===== src/rtl/opto_pulse_emulator.sv =====
// Synthetic slotted code-wheel pulse source: TOOTH_NUM teeth with one missing tooth
// as the index mark, plus optional programmable glitches inside each HIGH phase.
module opto_pulse_emulator #(
  parameter int unsigned TOOTH_NUM = 100
) (
  input  logic        i_clk,
  input  logic        i_rst_n,
  input  logic        i_enable,
  input  logic [15:0] i_half_period,
  input  logic        i_glitch_en,
  input  logic [7:0]  i_glitch_width,
  output logic        o_opto_switch,
  output logic        o_rev_pulse,
  output logic [7:0]  o_tooth_idx,
  output logic        o_busy
);

  typedef enum logic [1:0] {IDLE, HIGH, LOW} state_e;

  localparam logic [7:0] LAST_TOOTH = 8'(TOOTH_NUM - 1);

  state_e      state_q, state_d;
  logic [17:0] cnt_q, cnt_d;
  logic [15:0] heff_q, heff_d;
  logic [7:0]  tooth_q, tooth_d;
  logic        opto_q, opto_d;
  logic        rev_q, rev_d;
  logic        busy_q, busy_d;

  logic [15:0] h_clamp;
  logic [17:0] heff_ext;
  logic [17:0] low_len;
  logic [17:0] cnt_nxt;
  logic [16:0] g_start;
  logic [16:0] g_end;
  logic        last_tooth;
  logic        in_glitch;

  always_comb begin
    h_clamp    = (i_half_period < 16'd2) ? 16'd2 : i_half_period;
    heff_ext   = {2'b00, heff_q};
    last_tooth = (tooth_q == LAST_TOOTH);
    // missing tooth: LOW stretched to 3*H_eff
    low_len    = last_tooth ? (heff_ext + {1'b0, heff_q, 1'b0}) : heff_ext;
    cnt_nxt    = cnt_q + 18'd1;
    g_start    = {2'b00, heff_q[15:1]};
    g_end      = g_start + {9'd0, i_glitch_width};
    // opto is registered, so the glitch test looks at the counter value of the next cycle
    in_glitch  = i_glitch_en && (i_glitch_width != 8'd0) &&
                 (cnt_nxt >= {1'b0, g_start}) && (cnt_nxt < {1'b0, g_end});

    state_d = IDLE;
    cnt_d   = '0;
    heff_d  = 16'd2;
    tooth_d = '0;
    opto_d  = 1'b0;
    rev_d   = 1'b0;
    busy_d  = 1'b0;

    unique case (state_q)
      IDLE: begin
        if (i_enable) begin
          state_d = HIGH;
          heff_d  = h_clamp;
          opto_d  = 1'b1;
          rev_d   = 1'b1;
          busy_d  = 1'b1;
        end
      end
      HIGH: begin
        if (i_enable) begin
          busy_d  = 1'b1;
          heff_d  = heff_q;
          tooth_d = tooth_q;
          if (cnt_q == heff_ext - 18'd1) begin
            state_d = LOW;
          end else begin
            state_d = HIGH;
            cnt_d   = cnt_nxt;
            opto_d  = !in_glitch;
          end
        end
      end
      LOW: begin
        if (i_enable) begin
          busy_d = 1'b1;
          if (cnt_q == low_len - 18'd1) begin
            state_d = HIGH;
            heff_d  = h_clamp;
            tooth_d = last_tooth ? 8'd0 : tooth_q + 8'd1;
            opto_d  = 1'b1;
            rev_d   = last_tooth;
          end else begin
            state_d = LOW;
            cnt_d   = cnt_nxt;
            heff_d  = heff_q;
            tooth_d = tooth_q;
          end
        end
      end
      default: state_d = IDLE;
    endcase
  end

  always_ff @(posedge i_clk or negedge i_rst_n) begin
    if (!i_rst_n) begin
      state_q <= IDLE;
      cnt_q   <= '0;
      heff_q  <= 16'd2;
      tooth_q <= '0;
      opto_q  <= 1'b0;
      rev_q   <= 1'b0;
      busy_q  <= 1'b0;
    end else begin
      state_q <= state_d;
      cnt_q   <= cnt_d;
      heff_q  <= heff_d;
      tooth_q <= tooth_d;
      opto_q  <= opto_d;
      rev_q   <= rev_d;
      busy_q  <= busy_d;
    end
  end

  assign o_opto_switch = opto_q;
  assign o_rev_pulse   = rev_q;
  assign o_tooth_idx   = tooth_q;
  assign o_busy        = busy_q;

endmodule


===== config.mk =====
export PLATFORM = sky130hd
export DESIGN_NAME = opto_pulse_emulator
export DESIGN_NICKNAME = d
export VERILOG_FILES = /design/src/rtl/opto_pulse_emulator.sv
export SDC_FILE = /design/constraint.sdc
export NUM_CORES = 1
export LEC_CHECK = 0
export ABC_AREA = 1
export CAP_MARGIN = 20
export CORE_MARGIN = 1
export CORE_UTILIZATION = 56
export DETAILED_ROUTE_END_ITERATION = 7
export GPL_ROUTABILITY_DRIVEN = 0
export PLACE_DENSITY_LB_ADDON = 0.25
export RECOVER_POWER = 25
export SLEW_MARGIN = 25
export SYNTH_ARGS = -nofsm -noshare
export SYNTH_HDL_FRONTEND = slang
export SYNTH_SLANG_ARGS = --single-unit

===== constraint.sdc =====
create_clock -name i_clk -period 3.45 [get_ports i_clk]
set_clock_uncertainty 0.05 [all_clocks]
set_input_delay 0.345 -clock i_clk [delete_from_list [all_inputs] [get_ports i_clk]]
set_output_delay 0.345 -clock i_clk [all_outputs]
set_load 0.05 [all_outputs]

==> impl_results.md <==
- Largest area contributor in the netlist: nand2_1
- Warnings from Yosys: 0
- # setup viols final: 46
- First-pass GRT wire length: roughly 36000 um
- Starting Density: between 50 and 60%
- Leak: around 0.0045 uW
- FF-to-FF setup slack: -0.39 ns
- Total Neg Setup Slack: -11.18 ns
- Top FF cell, synth: dfrtp_1
- Worst Hold Slack: 0.545 ns
- Metal3 WL: 2460 um
- Worst setup path start: heff_q[3]$_DFFE_PN0P_
- Gr usage total: 40.2%
- Worst EP arrival: 3.97 ns
- Worst-path clk slew: around 0.070 ns
- Row count: 38
- WL final: 24800 um
- Clk_lat worst skew: 0.30 ns
- Post-synthesis average cell area: around 6.3 um2
- Hold_buf cts: 0
- Top routing layer used: met4
- Worst vdd ir: 0.000369 V
- ANT cells: 0
- Max Clk Rate: between 0.2 and 0.3 GHz
- Vias: between 7000 and 8000
- Hold Vio Cnt, Final: 0
- RR Startpoint: heff_q[3]$_DFFE_PN0P_
- Via density per instance: 6.00
- Max-slew violations: 48
- Pre-CTS WS: -0.531 ns
- Worst Tran Pin Value: 2.68 ns
- Die height: 109 um
- Share of the synthesized area in the top cell type: 20.3%
- DRC: 0
- Flop and latch count out of synthesis: 47
- Die Width: 109 um
- Port bufs: 38
- Cell Pwr Density: about 300 nW/um2
- Placed Area: 7600 um2
- CTS Sinks: 47
- DR iter-0 viols: a little over 1000
- Crit path capture type: flop
- Unique masters post-synth: 42
- Slack of the critical path: -0.393 ns
- Reg2reg end: o_opto_switch$_DFF_PN0_
- Async SR Flop Fraction: 100%
- Max clock buf depth: 2
- Seq/Total Area, Yosys: 18.4%
- Failing checks: capacitance limit, slew limit, setup timing
- R2R cell count: 24
- Area grow syn2layout: 35.1%
- TritonRoute pass-1 iters: 5
- CORE AREA: 11000 um2
- Period utilisation layout: 111%
- Root buffer cell: clkbuf_16
- Post-layout nets: about 1300
- Initial antenna violation count: 0
- DIE AREA: 11900 um2
- Outcome: finished with violations
- M1 wire length: 9230 um
- Clock tree from TritonCTS: built
- CTS H-Tree Depth: 2
- Post-route minimum period: 3.84 ns
- Post-synth EDFFs: 0
- Largest net degree at the start of global routing: 48
- Syn Nets: between 1000 and 1500
- GR Overflow Total: 0
- Antenna Nets Post-Route: 0
- Post-DP HPWL: 15200 um
- Largest cells by area after synthesis: nand2_1 20%, dfrtp_1 18%, ha_1 15%
- Critical path required time: 3.58 ns
- Post-Syn Area: roughly 6400 um2
- Setup crit start kind: flop
- # IOs: 39
- Max Cap Viol: 1
- WL/cell: 19.0 um
- CP max FO: 4
- Mapped Cells: 1011
- Met2 WL: approximately 11000 um
- CTS buffer count: 5
- WS Path Type: reg2reg
- Crit path to: o_opto_switch$_DFF_PN0_
- Share of layout cells above drive strength 1: around a quarter
- RSZ-0062 raised after global routing: true
- Max-slew headroom: -78.7%
- Design area: 8650 um2
- Hold Path Class: reg2reg
- Vias in the first global route: 7351
## timing repair
item                       in CTS  in global routing
setup endpoints to repair      46                 46
setup buffers                  10                 10
gates cloned                    7                  0
resized for setup              85                 97
pin swaps                      34                 51
## metal layers
| metal | global-route usage (%) | up-vias |
|---|---|---|
| met1 | 49.4 | 3554 |
| met2 | 64.5 | 549 |
| met3 | 6.93 | 164 |
| li1 | - | 3547 |
| met5 | 0 | - |
| met4 | 26.7 | 0 |
## placed cells by master, fill, tap and decap left out, types with 15 or more instances in the layout
cell type        instances
a21oi_1                 25
clkdlybuf4s50_1         34
nand2_4                 15
nand3_2                 15
nand2_2                 53
nor2_4                  16
dfrtp_1                 45
nor2_1                  52
buf_4                  104
ha_1                    76
nand2_1                286
nand3_1                 89
xor2_1                  47
inv_1                  126
nand3b_1                17
nor2_2                  16
## how the worst min path moves through the flow
stage / start / end / slack [ns] / cells past startpoint
3_5_place_dp: i_rst_n / o_tooth_idx[7]$_DFFE_PN0P_ / 0.34 / 1
2_1_floorplan: i_rst_n / cnt_q[0]$_DFF_PN0_ / -0.0006 / 0
5_1_grt: heff_q[3]$_DFFE_PN0P_ / heff_q[3]$_DFFE_PN0P_ / 0.56 / 2
4_1_cts: i_rst_n / o_tooth_idx[6]$_DFFE_PN0P_ / 0.04 / 1
3_3_place_gp: heff_q[3]$_DFFE_PN0P_ / heff_q[3]$_DFFE_PN0P_ / 0.51 / 2
6_report: heff_q[3]$_DFFE_PN0P_ / heff_q[3]$_DFFE_PN0P_ / 0.55 / 2
## kinds of logic (layout without fill, tap and decap cells)
| logic type | after synthesis | count (layout) | share of synthesized area, % |
|---|---|---|---|
| adders and majority gates | 81 | 81 | 16.1 |
| and+or+nand+nor | 620 | 626 | 43.5 |
| AOI/OAI and AO/OA | 55 | 55 | 4.90 |
| DFF | 47 | 47 | 18.4 |
| buffers and inverters | 150 | 295 | 9.24 |
| xor gates and xnor gates | 58 | 58 | 7.93 |
## synthesized netlist by cell type, types with 3 or more instances
cell type / number
nand2_1: 346
inv_1: 130
nand3_1: 106
ha_1: 79
nor2_1: 72
xor2_1: 47
dfrtp_1: 46
a21oi_1: 30
nand3b_1: 17
nand4_1: 14
nor3_1: 11
nor4_1: 11
xnor2_1: 11
o21ai_0: 9
nand2_2: 7
nor2_2: 7
nand3_2: 6
or2_2: 6
clkbuf_1: 5
nand2_4: 5
nor2_4: 5
and2_1: 4
buf_2: 4
inv_2: 4
nor3b_1: 3
o21bai_1: 3
## final cells by class
cell class	instances	area [um2]
multi-input combinational	820	5350
fill	699	2330
timing repair buffer	150	1270
sequential	47	1180
inverter	137	515
tap	140	175
clock buffer	7	133
clock inverter	1	30.0
## flip-flops by register name, indices dropped and copies added, names as in the netlist
| register | flops |
|---|---|
| o_rev_pulse | 1 |
| o_tooth_idx | 8 |
| o_opto_switch | 1 |
| heff_q | 16 |
| o_busy | 1 |
| state_q | 2 |
| cnt_q | 18 |
## per-stage QoR
step | power (uW) | utilization [%] | instances
floorplan | 1320 | - | 1011
detailed placement | 1680 | 69.2 | 1269
global placement | 1660 | 69.2 | 1269
global route | 2710 | 78.8 | 1302
finish | 2580 | 78.8 | 1302
CTS | 2360 | 75.1 | 1294
## critical path: stages (launching register included)
cell and delay [ns]:
dfrtp_2 0.47, ha_4 0.32, nand3_2 0.07, and2_4 0.16
inv_2 0.06, a21oi_2 0.06, o21ai_2 0.16, a21oi_2 0.08
o21bai_1 0.24, nand2_1 0.10, a21oi_2 0.20, xor2_1 0.20
ha_1 0.29, nand2_2 0.12, inv_2 0.05, nand3_2 0.07
o221ai_1 0.18, o21ai_1 0.18, inv_1 0.07, o211ai_1 0.15
nand3_1 0.12, nand2_2 0.08, a21oi_2 0.06, nand2_1 0.11
a21oi_2 0.06
## where the power goes
part           internal, uW  leakage, uW  switching [uW]
logic                   553      0.00380             849
clock network           344    0.0000781             225
registers               579     0.000636            26.6
total                  1480      0.00451            1100
No activity file was read; power rests on OpenSTA's default activity.
